`src/rtl/data_cache_ctrl_pkg.sv`:
```
// Shared constants, FSM encoding and halfword merge helper for the direct-mapped data cache.
package data_cache_ctrl_pkg;

    localparam int ADDR_W   = 32;
    localparam int DATA_W   = 32;
    localparam int INDEX_W  = 3;
    localparam int OFFSET_W = 2;
    localparam int LINES    = 1 << INDEX_W;
    localparam int WORDS    = 1 << OFFSET_W;
    localparam int TAG_W    = ADDR_W - INDEX_W - OFFSET_W - 2;

    typedef enum logic [1:0] {
        S_IDLE   = 2'd0,
        S_REFILL = 2'd1,
        S_WRITE  = 2'd2
    } cache_state_t;

    // Big-endian halves: lo=0 replaces bits [31:16], lo=1 replaces bits [15:0].
    function automatic logic [DATA_W-1:0] merge_half(input logic [DATA_W-1:0] word,
                                                     input logic [15:0]       half,
                                                     input logic              lo);
        return lo ? {word[31:16], half} : {half, word[15:0]};
    endfunction

endpackage

```
`src/rtl/data_cache_ctrl_if.sv`:
```
// Datapath-side request signals and main-memory handshake of the data cache.
interface data_cache_ctrl_if;
    import data_cache_ctrl_pkg::*;

    logic                MemtoReg;
    logic                MemWrite;
    logic                ExtendLH;
    logic                ExtendSH;
    logic [ADDR_W-1:0]   cpu_addr;
    logic [DATA_W-1:0]   cpu_wdata;
    logic [DATA_W-1:0]   cpu_rdata;
    logic                stall;

    // Memory handshake: mem_read/mem_write is the request (valid), mem_ready completes the
    // beat on the rising edge where both are high; mem_addr/mem_wdata hold until then.
    logic                mem_read;
    logic                mem_write;
    logic [ADDR_W-1:0]   mem_addr;
    logic [DATA_W-1:0]   mem_wdata;
    logic [DATA_W-1:0]   mem_rdata;
    logic                mem_ready;

    cache_state_t        dbg_state;

    modport slave (
        input  MemtoReg, MemWrite, ExtendLH, ExtendSH, cpu_addr, cpu_wdata,
        input  mem_rdata, mem_ready,
        output cpu_rdata, stall, mem_read, mem_write, mem_addr, mem_wdata, dbg_state
    );

    modport master (
        output MemtoReg, MemWrite, ExtendLH, ExtendSH, cpu_addr, cpu_wdata,
        output mem_rdata, mem_ready,
        input  cpu_rdata, stall, mem_read, mem_write, mem_addr, mem_wdata, dbg_state
    );

endinterface

```
`src/rtl/data_cache_ctrl_line_store.sv`:
```
// Valid/tag/data arrays of the cache: asynchronous read, one-word synchronous write.
module cache_line_store
    import data_cache_ctrl_pkg::*;
(
    input  logic                clk,
    input  logic                rst,
    input  logic [INDEX_W-1:0]  index,
    input  logic [OFFSET_W-1:0] rd_sel,
    output logic                rd_valid,
    output logic [TAG_W-1:0]    rd_tag,
    output logic [DATA_W-1:0]   rd_word,
    input  logic                we,
    input  logic [OFFSET_W-1:0] wr_sel,
    input  logic [DATA_W-1:0]   wr_data,
    input  logic                inval,
    input  logic                set_valid,
    input  logic [TAG_W-1:0]    set_tag
);

    logic [LINES-1:0]  valid_q;
    logic [TAG_W-1:0]  tag_q  [LINES];
    logic [DATA_W-1:0] data_q [LINES][WORDS];

    always_ff @(posedge clk or negedge rst) begin
        if (!rst) begin
            valid_q <= '0;
        end else if (inval) begin
            valid_q[index] <= 1'b0;
        end else if (set_valid) begin
            valid_q[index] <= 1'b1;
        end
    end

    // Tag and data contents are meaningless without valid, so they carry no reset.
    always_ff @(posedge clk) begin
        if (set_valid) begin
            tag_q[index] <= set_tag;
        end
        if (we) begin
            data_q[index][wr_sel] <= wr_data;
        end
    end

    assign rd_valid = valid_q[index];
    assign rd_tag   = tag_q[index];
    assign rd_word  = data_q[index][rd_sel];

endmodule

```
`src/rtl/data_cache_ctrl.sv`:
```
// Direct-mapped write-through, write-allocate data cache: FSM, refill counter, lh/sh select and merge.
module data_cache_ctrl
    import data_cache_ctrl_pkg::*;
(
    input  logic              clk,
    input  logic              rst,
    data_cache_ctrl_if.slave  bus
);

    cache_state_t        state, next_state;
    logic [OFFSET_W-1:0] cnt;

    logic [TAG_W-1:0]    tag;
    logic [INDEX_W-1:0]  index;
    logic [OFFSET_W-1:0] word_sel;
    logic                rd_valid, hit, load_req;
    logic [TAG_W-1:0]    rd_tag;
    logic [DATA_W-1:0]   rd_word, store_word, load_word;
    logic [15:0]         rd_half;
    logic                unused_byte_bit;

    logic                we, inval, set_valid;
    logic [OFFSET_W-1:0] wr_sel;
    logic [DATA_W-1:0]   wr_data;
    logic                stall_c, mem_read_c, mem_write_c;
    logic [ADDR_W-1:0]   mem_addr_c;
    logic [DATA_W-1:0]   mem_wdata_c;

    assign tag             = bus.cpu_addr[ADDR_W-1 -: TAG_W];
    assign index           = bus.cpu_addr[OFFSET_W+2 +: INDEX_W];
    assign word_sel        = bus.cpu_addr[2 +: OFFSET_W];
    assign unused_byte_bit = bus.cpu_addr[0];

    cache_line_store u_store (
        .clk       (clk),
        .rst       (rst),
        .index     (index),
        .rd_sel    (word_sel),
        .rd_valid  (rd_valid),
        .rd_tag    (rd_tag),
        .rd_word   (rd_word),
        .we        (we),
        .wr_sel    (wr_sel),
        .wr_data   (wr_data),
        .inval     (inval),
        .set_valid (set_valid),
        .set_tag   (tag)
    );

    // A simultaneous load+store request is treated as a store.
    assign load_req   = bus.MemtoReg && !bus.MemWrite;
    assign hit        = rd_valid && (rd_tag == tag);
    assign store_word = bus.ExtendSH ? merge_half(rd_word, bus.cpu_wdata[15:0], bus.cpu_addr[1])
                                     : bus.cpu_wdata;
    assign rd_half    = bus.cpu_addr[1] ? rd_word[15:0] : rd_word[31:16];
    assign load_word  = bus.ExtendLH ? {{16{rd_half[15]}}, rd_half} : rd_word;

    always_ff @(posedge clk or negedge rst) begin
        if (!rst) begin
            state <= S_IDLE;
            cnt   <= '0;
        end else begin
            state <= next_state;
            if (state == S_REFILL && bus.mem_ready) begin
                cnt <= cnt + 2'd1;
            end
        end
    end

    always_comb begin
        next_state  = state;
        stall_c     = 1'b0;
        mem_read_c  = 1'b0;
        mem_write_c = 1'b0;
        mem_addr_c  = '0;
        mem_wdata_c = '0;
        we          = 1'b0;
        wr_sel      = word_sel;
        wr_data     = store_word;
        inval       = 1'b0;
        set_valid   = 1'b0;
        case (state)
            S_IDLE: begin
                if (bus.MemWrite) begin
                    stall_c = 1'b1;
                    if (hit) begin
                        we         = 1'b1;
                        next_state = S_WRITE;
                    end else begin
                        inval      = 1'b1;
                        next_state = S_REFILL;
                    end
                end else if (load_req && !hit) begin
                    stall_c    = 1'b1;
                    inval      = 1'b1;
                    next_state = S_REFILL;
                end
            end
            S_REFILL: begin
                stall_c    = 1'b1;
                mem_read_c = 1'b1;
                mem_addr_c = {tag, index, cnt, 2'b00};
                if (bus.mem_ready) begin
                    we      = 1'b1;
                    wr_sel  = cnt;
                    wr_data = bus.mem_rdata;
                    if (cnt == 2'd3) begin
                        set_valid  = 1'b1;
                        next_state = S_IDLE;
                    end
                end
            end
            S_WRITE: begin
                // The line already holds the merged word, so write-through reads it back.
                mem_write_c = 1'b1;
                mem_addr_c  = {bus.cpu_addr[ADDR_W-1:2], 2'b00};
                mem_wdata_c = rd_word;
                stall_c     = !bus.mem_ready;
                if (bus.mem_ready) begin
                    next_state = S_IDLE;
                end
            end
            default: next_state = S_IDLE;
        endcase
    end

    assign bus.stall     = rst && stall_c;
    assign bus.mem_read  = rst && mem_read_c;
    assign bus.mem_write = rst && mem_write_c;
    assign bus.mem_addr  = rst ? mem_addr_c  : '0;
    assign bus.mem_wdata = rst ? mem_wdata_c : '0;
    assign bus.cpu_rdata = rst ? load_word   : '0;
    assign bus.dbg_state = state;

endmodule

```
`src/flat_wrapper.sv`:
```
// flat-port wrapper written by rule: the top's interface ports become plain ports
module data_cache_ctrl_flat import data_cache_ctrl_pkg::*;
  (clk, rst, bus_MemtoReg, bus_MemWrite, bus_ExtendLH, bus_ExtendSH, bus_cpu_addr, bus_cpu_wdata, bus_mem_rdata, bus_mem_ready, bus_cpu_rdata, bus_stall, bus_mem_read, bus_mem_write, bus_mem_addr, bus_mem_wdata, bus_dbg_state);
  data_cache_ctrl_if bus_i ();
  input  logic clk;
  input  logic rst;
  input wire logic [$bits(bus_i.MemtoReg)-1:0] bus_MemtoReg;
  input wire logic [$bits(bus_i.MemWrite)-1:0] bus_MemWrite;
  input wire logic [$bits(bus_i.ExtendLH)-1:0] bus_ExtendLH;
  input wire logic [$bits(bus_i.ExtendSH)-1:0] bus_ExtendSH;
  input wire logic [$bits(bus_i.cpu_addr)-1:0] bus_cpu_addr;
  input wire logic [$bits(bus_i.cpu_wdata)-1:0] bus_cpu_wdata;
  input wire logic [$bits(bus_i.mem_rdata)-1:0] bus_mem_rdata;
  input wire logic [$bits(bus_i.mem_ready)-1:0] bus_mem_ready;
  output wire logic [$bits(bus_i.cpu_rdata)-1:0] bus_cpu_rdata;
  output wire logic [$bits(bus_i.stall)-1:0] bus_stall;
  output wire logic [$bits(bus_i.mem_read)-1:0] bus_mem_read;
  output wire logic [$bits(bus_i.mem_write)-1:0] bus_mem_write;
  output wire logic [$bits(bus_i.mem_addr)-1:0] bus_mem_addr;
  output wire logic [$bits(bus_i.mem_wdata)-1:0] bus_mem_wdata;
  output wire logic [$bits(bus_i.dbg_state)-1:0] bus_dbg_state;
  assign bus_i.MemtoReg = bus_MemtoReg;
  assign bus_i.MemWrite = bus_MemWrite;
  assign bus_i.ExtendLH = bus_ExtendLH;
  assign bus_i.ExtendSH = bus_ExtendSH;
  assign bus_i.cpu_addr = bus_cpu_addr;
  assign bus_i.cpu_wdata = bus_cpu_wdata;
  assign bus_i.mem_rdata = bus_mem_rdata;
  assign bus_i.mem_ready = bus_mem_ready;
  assign bus_cpu_rdata = bus_i.cpu_rdata;
  assign bus_stall = bus_i.stall;
  assign bus_mem_read = bus_i.mem_read;
  assign bus_mem_write = bus_i.mem_write;
  assign bus_mem_addr = bus_i.mem_addr;
  assign bus_mem_wdata = bus_i.mem_wdata;
  assign bus_dbg_state = bus_i.dbg_state;
  data_cache_ctrl u_core (.clk(clk), .rst(rst), .bus(bus_i));
endmodule
```
`config.mk`:
```
export PLATFORM = sky130hd
export DESIGN_NAME = data_cache_ctrl_flat
export DESIGN_NICKNAME = d
export VERILOG_FILES = /design/src/rtl/data_cache_ctrl_pkg.sv /design/src/rtl/data_cache_ctrl_if.sv /design/src/rtl/data_cache_ctrl_line_store.sv /design/src/rtl/data_cache_ctrl.sv /design/src/flat_wrapper.sv
export SDC_FILE = /design/constraint.sdc
export NUM_CORES = 1
export LEC_CHECK = 0
export CAP_MARGIN = 20
export CORE_ASPECT_RATIO = 0.5
export CORE_UTILIZATION = 46
export CTS_CLUSTER_SIZE = 40
export DETAILED_ROUTE_END_ITERATION = 6
export SLEW_MARGIN = 25
export SYNTH_ARGS = -nofsm -noshare
export SYNTH_HDL_FRONTEND = slang
export SYNTH_SLANG_ARGS = --single-unit
```
`constraint.sdc`:
```
create_clock -name clk -period 8.7 [get_ports clk]
set_input_delay 1.74 -clock clk [delete_from_list [all_inputs] [get_ports clk]]
set_output_delay 1.74 -clock clk [all_outputs]
set_load 0.01 [all_outputs]
```
==> results.json <==
{
  "tns_ns": 0,
  "grt_first_pass_wirelength_um": 214000,
  "rsz0062_at_grt": "no",
  "fin_nets": 3399,
  "slowest_stage": "and3b_1",
  "synth_area_mm2": 0.0498,
  "hold_viol_final": 0,
  "post_cts_buffers": 0,
  "nFillCells": 8372,
  "clockBufferDepth": 3,
  "irDropWorstVdd_uv": 142,
  "final_common_cell": "edfxtp_1",
  "dp.cells": 4599,
  "grt.total_usage_pct": 27.5,
  "total_leakage_power_uw": 0.0188,
  "synthAdderAreaFrac_pct": 0.126,
  "gr-total-overflow": 0,
  "synth_top_family_by_area": "compound AO/OA/AOI/OAI gates",
  "root_buffer": "clkbuf_16",
  "core_mm2": 0.106,
  "synth-seq-cells": 1236,
  "clk_latency_ns": 0.74,
  "met2_usage_pct": 42.1,
  "synth_compound_area_share_pct": 10.2,
  "reg2regPathDepth": 9,
  "met3_usage_pct": 4.27,
  "status": "finished clean",
  "synthSimpleGateAreaFrac_pct": 4.58,
  "hpwl_um": 87500,
  "antenna_found_initial": 3,
  "drive_above_1_share_pct": 16.1,
  "grt_pass1_vias": 28800,
  "wl_um": 153000,
  "vias_per_cell": 6.32,
  "worstPathRequired_ns": 6.96,
  "h-tree-depth": 3,
  "stdcell_count": 4800,
  "grt_max_degree": 77,
  "n_antenna_cell": 0,
  "synth_edf_count": 1224,
  "initial_utilization_pct": 46.9,
  "synthCells": 3048,
  "finalSetupViolCount": 0,
  "worstPathArrival_ns": 5.69,
  "port_buffers": 200,
  "critPathKind": "in2out",
  "clkSinkCount": 1236,
  "most-common-layout-cells": "edfxtp_1 (1224), nor2_1 (197), mux2i_1 (194), clkdlybuf4s50_1 (194), a21oi_1 (166)",
  "dr.pass1.iters": 6,
  "pwr_density_cell_mw_per_mm2": 231,
  "area_delta_synth_final_pct": 16.4,
  "critPathMaxStageDelay_ns": 0.83,
  "die_h_um": 235,
  "grt.busiest_layer": "met2",
  "ant_nets": 0,
  "end_kind": "primary output",
  "crit_chain": "buf_8, and3b_1, buf_4, nand2_1, o2111ai_1, nand3_1, o41a_1, mux2i_1, and2_1, o21a_1, clkdlybuf4s50_1",
  "cts_resized": 0,
  "clock.fmax_mhz": 135,
  "hold_class": "reg2reg",
  "finalCritPeriodShare_pct": 85.4,
  "ys_warn_count": 0,
  "hold_depth": 2,
  "drc": 0,
  "dieArea_mm2": 0.110,
  "utilization_pct": 54.6,
  "cp-start-kind": "primary input",
  "critPathMaxFanout": 71,
  "power_uw": 13400,
  "via_count": 30300,
  "cts_tree": "done",
  "placed_cell_area_mm2": 0.0545,
  "synth-async-reset-ratio_pct": 0.971,
  "grt_util_met1_pct": 41.3,
  "drt_iter0_drc": 4148,
  "worst_pin_slew_ns": 1.08,
  "synth_area_per_cell_um2": 16.3,
  "wl_per_cell_um": 31.9,
  "final-max-slew-violation-count": 0,
  "synth_seq_area_share_pct": 74.4,
  "routabilityCongestion": 0.887,
  "postCtsHoldBufs": 0,
  "rows": 84,
  "cap_violations": 0,
  "ys.flop_type": "edfxtp_1",
  "cts_made_buffers": 107,
  "clock_skew_ns": 0.0254,
  "cts.clk_slew.worst_paths_ns": 0.06,
  "slew_headroom_pct": 27.8,
  "min_period_ns": 7.43,
  "pin_count": 204,
  "yosysUniqueCellTypes": 74,
  "synth.mux.area_fraction_pct": 8.51,
  "synth_xor_area_share_pct": 0.193,
  "final_design_area_no_fill_mm2": 0.0580,
  "chipWidth_um": 467
}
-- routing by layer --
layer,share of wire [%],routed length [um],vias to the layer above
met2,46,69700,1625
met5,0,0,-
li1,-,-,12700
met4,2.4,3630,0
met3,9.4,14400,204
met1,43,65200,15800
-- synthesized netlist by cell type (all sizes together), types with 10 or more instances --
| library cell | number | area [um^2] |
|---|---|---|
| clkbuf | 123 | 462 |
| buf | 85 | 500 |
| nor3 | 12 | 65.1 |
| o21a | 25 | 188 |
| nand3 | 20 | 100 |
| a21oi | 179 | 896 |
| edfxtp | 1224 | 36800 |
| nor2 | 235 | 882 |
| a22oi | 82 | 616 |
| o21ai | 96 | 480 |
| o211ai | 21 | 158 |
| a211o | 10 | 87.6 |
| a211oi | 19 | 143 |
| mux2 | 98 | 1100 |
| a31oi | 17 | 106 |
| dfrtp | 12 | 300 |
| inv | 12 | 45.0 |
| a21o | 15 | 113 |
| mux4 | 53 | 1190 |
| and2 | 35 | 219 |
| o2111ai | 10 | 87.6 |
| a221o | 10 | 100 |
| o2bb2ai | 17 | 149 |
| o221ai | 17 | 149 |
| nand2 | 147 | 552 |
| mux2i | 194 | 1940 |
| a22o | 25 | 219 |
| and3 | 29 | 181 |
| a221oi | 106 | 928 |
-- stage by stage --
| step | setup slack, ns | hold slack (ns) |
|---|---|---|
| 2_1_floorplan | 1.68 | 0.490 |
| 3_3_place_gp | 1.32 | 0.501 |
| 3_5_place_dp | 1.33 | 0.520 |
| 4_1_cts | 1.35 | 0.533 |
| 5_1_grt | 1.13 | 0.554 |
| 6_report | 1.27 | 0.535 |
-- sequential cells by signal, indices dropped and copies added (netlist names), named ones only --
name and cells:
u_core.u_store.data_q 1024, u_core.u_store.tag_q 200, u_core.bus.dbg_state 2, u_core.cnt 2
-- power by group --
group	switching, uW	internal, uW	leakage (uW)	total (uW)
combinational	1150	459	0.00600	1610
clock	2200	2500	0.00165	4700
sequential	54.8	7050	0.0112	7100
-- final timing paths --
kind	startpoint	to	slack [ns]
setup / recovery	bus_cpu_addr[4]	bus_cpu_rdata[18]	1.27
hold reg to reg	flip-flop	flip-flop	0.54
min in group asynchronous	rst	async pin	1.16
setup reg to reg	u_core.u_store.tag_q[6][19]$_DFFE_PP_	u_core.u_store.data_q[1][33]$_DFFE_PP_	4.05
max in group asynchronous	rst	u_core.cnt[1]$_DFFE_PN0P_	6.94
hold / removal	flip-flop	flip-flop	0.54
-- cell type report --
| type | instances | area (um^2) | share of cell area (%) |
|---|---|---|---|
| sequential | 1236 | 37100 | 63.9 |
| multi-input combinational | 1592 | 12400 | 21.4 |
| timing repair buffer | 341 | 3310 | 5.72 |
| clock buffer | 140 | 2880 | 4.98 |
| tap | 1419 | 1780 | 3.06 |
| clock inverter | 59 | 480 | 0.829 |
| inverter | 13 | 51.3 | 0.0885 |
-- logic make-up after synthesis --
family          count (synthesis)
other cells                     1
flops                        1236
compound gates                715
buf+inv                       221
xor+xnor                       11
mux                           345
fa+ha+maj                       5
simple gates                  514
-- worst max-delay path: cells and delay by family --
family / cells / cell delay [ns]
and+or+nand+nor: 4 / 1.57
AOI/OAI and AO/OA: 3 / 0.60
buffers and inverters: 3 / 1.45
muxes: 1 / 0.17
(Power assumes the default switching activity.)
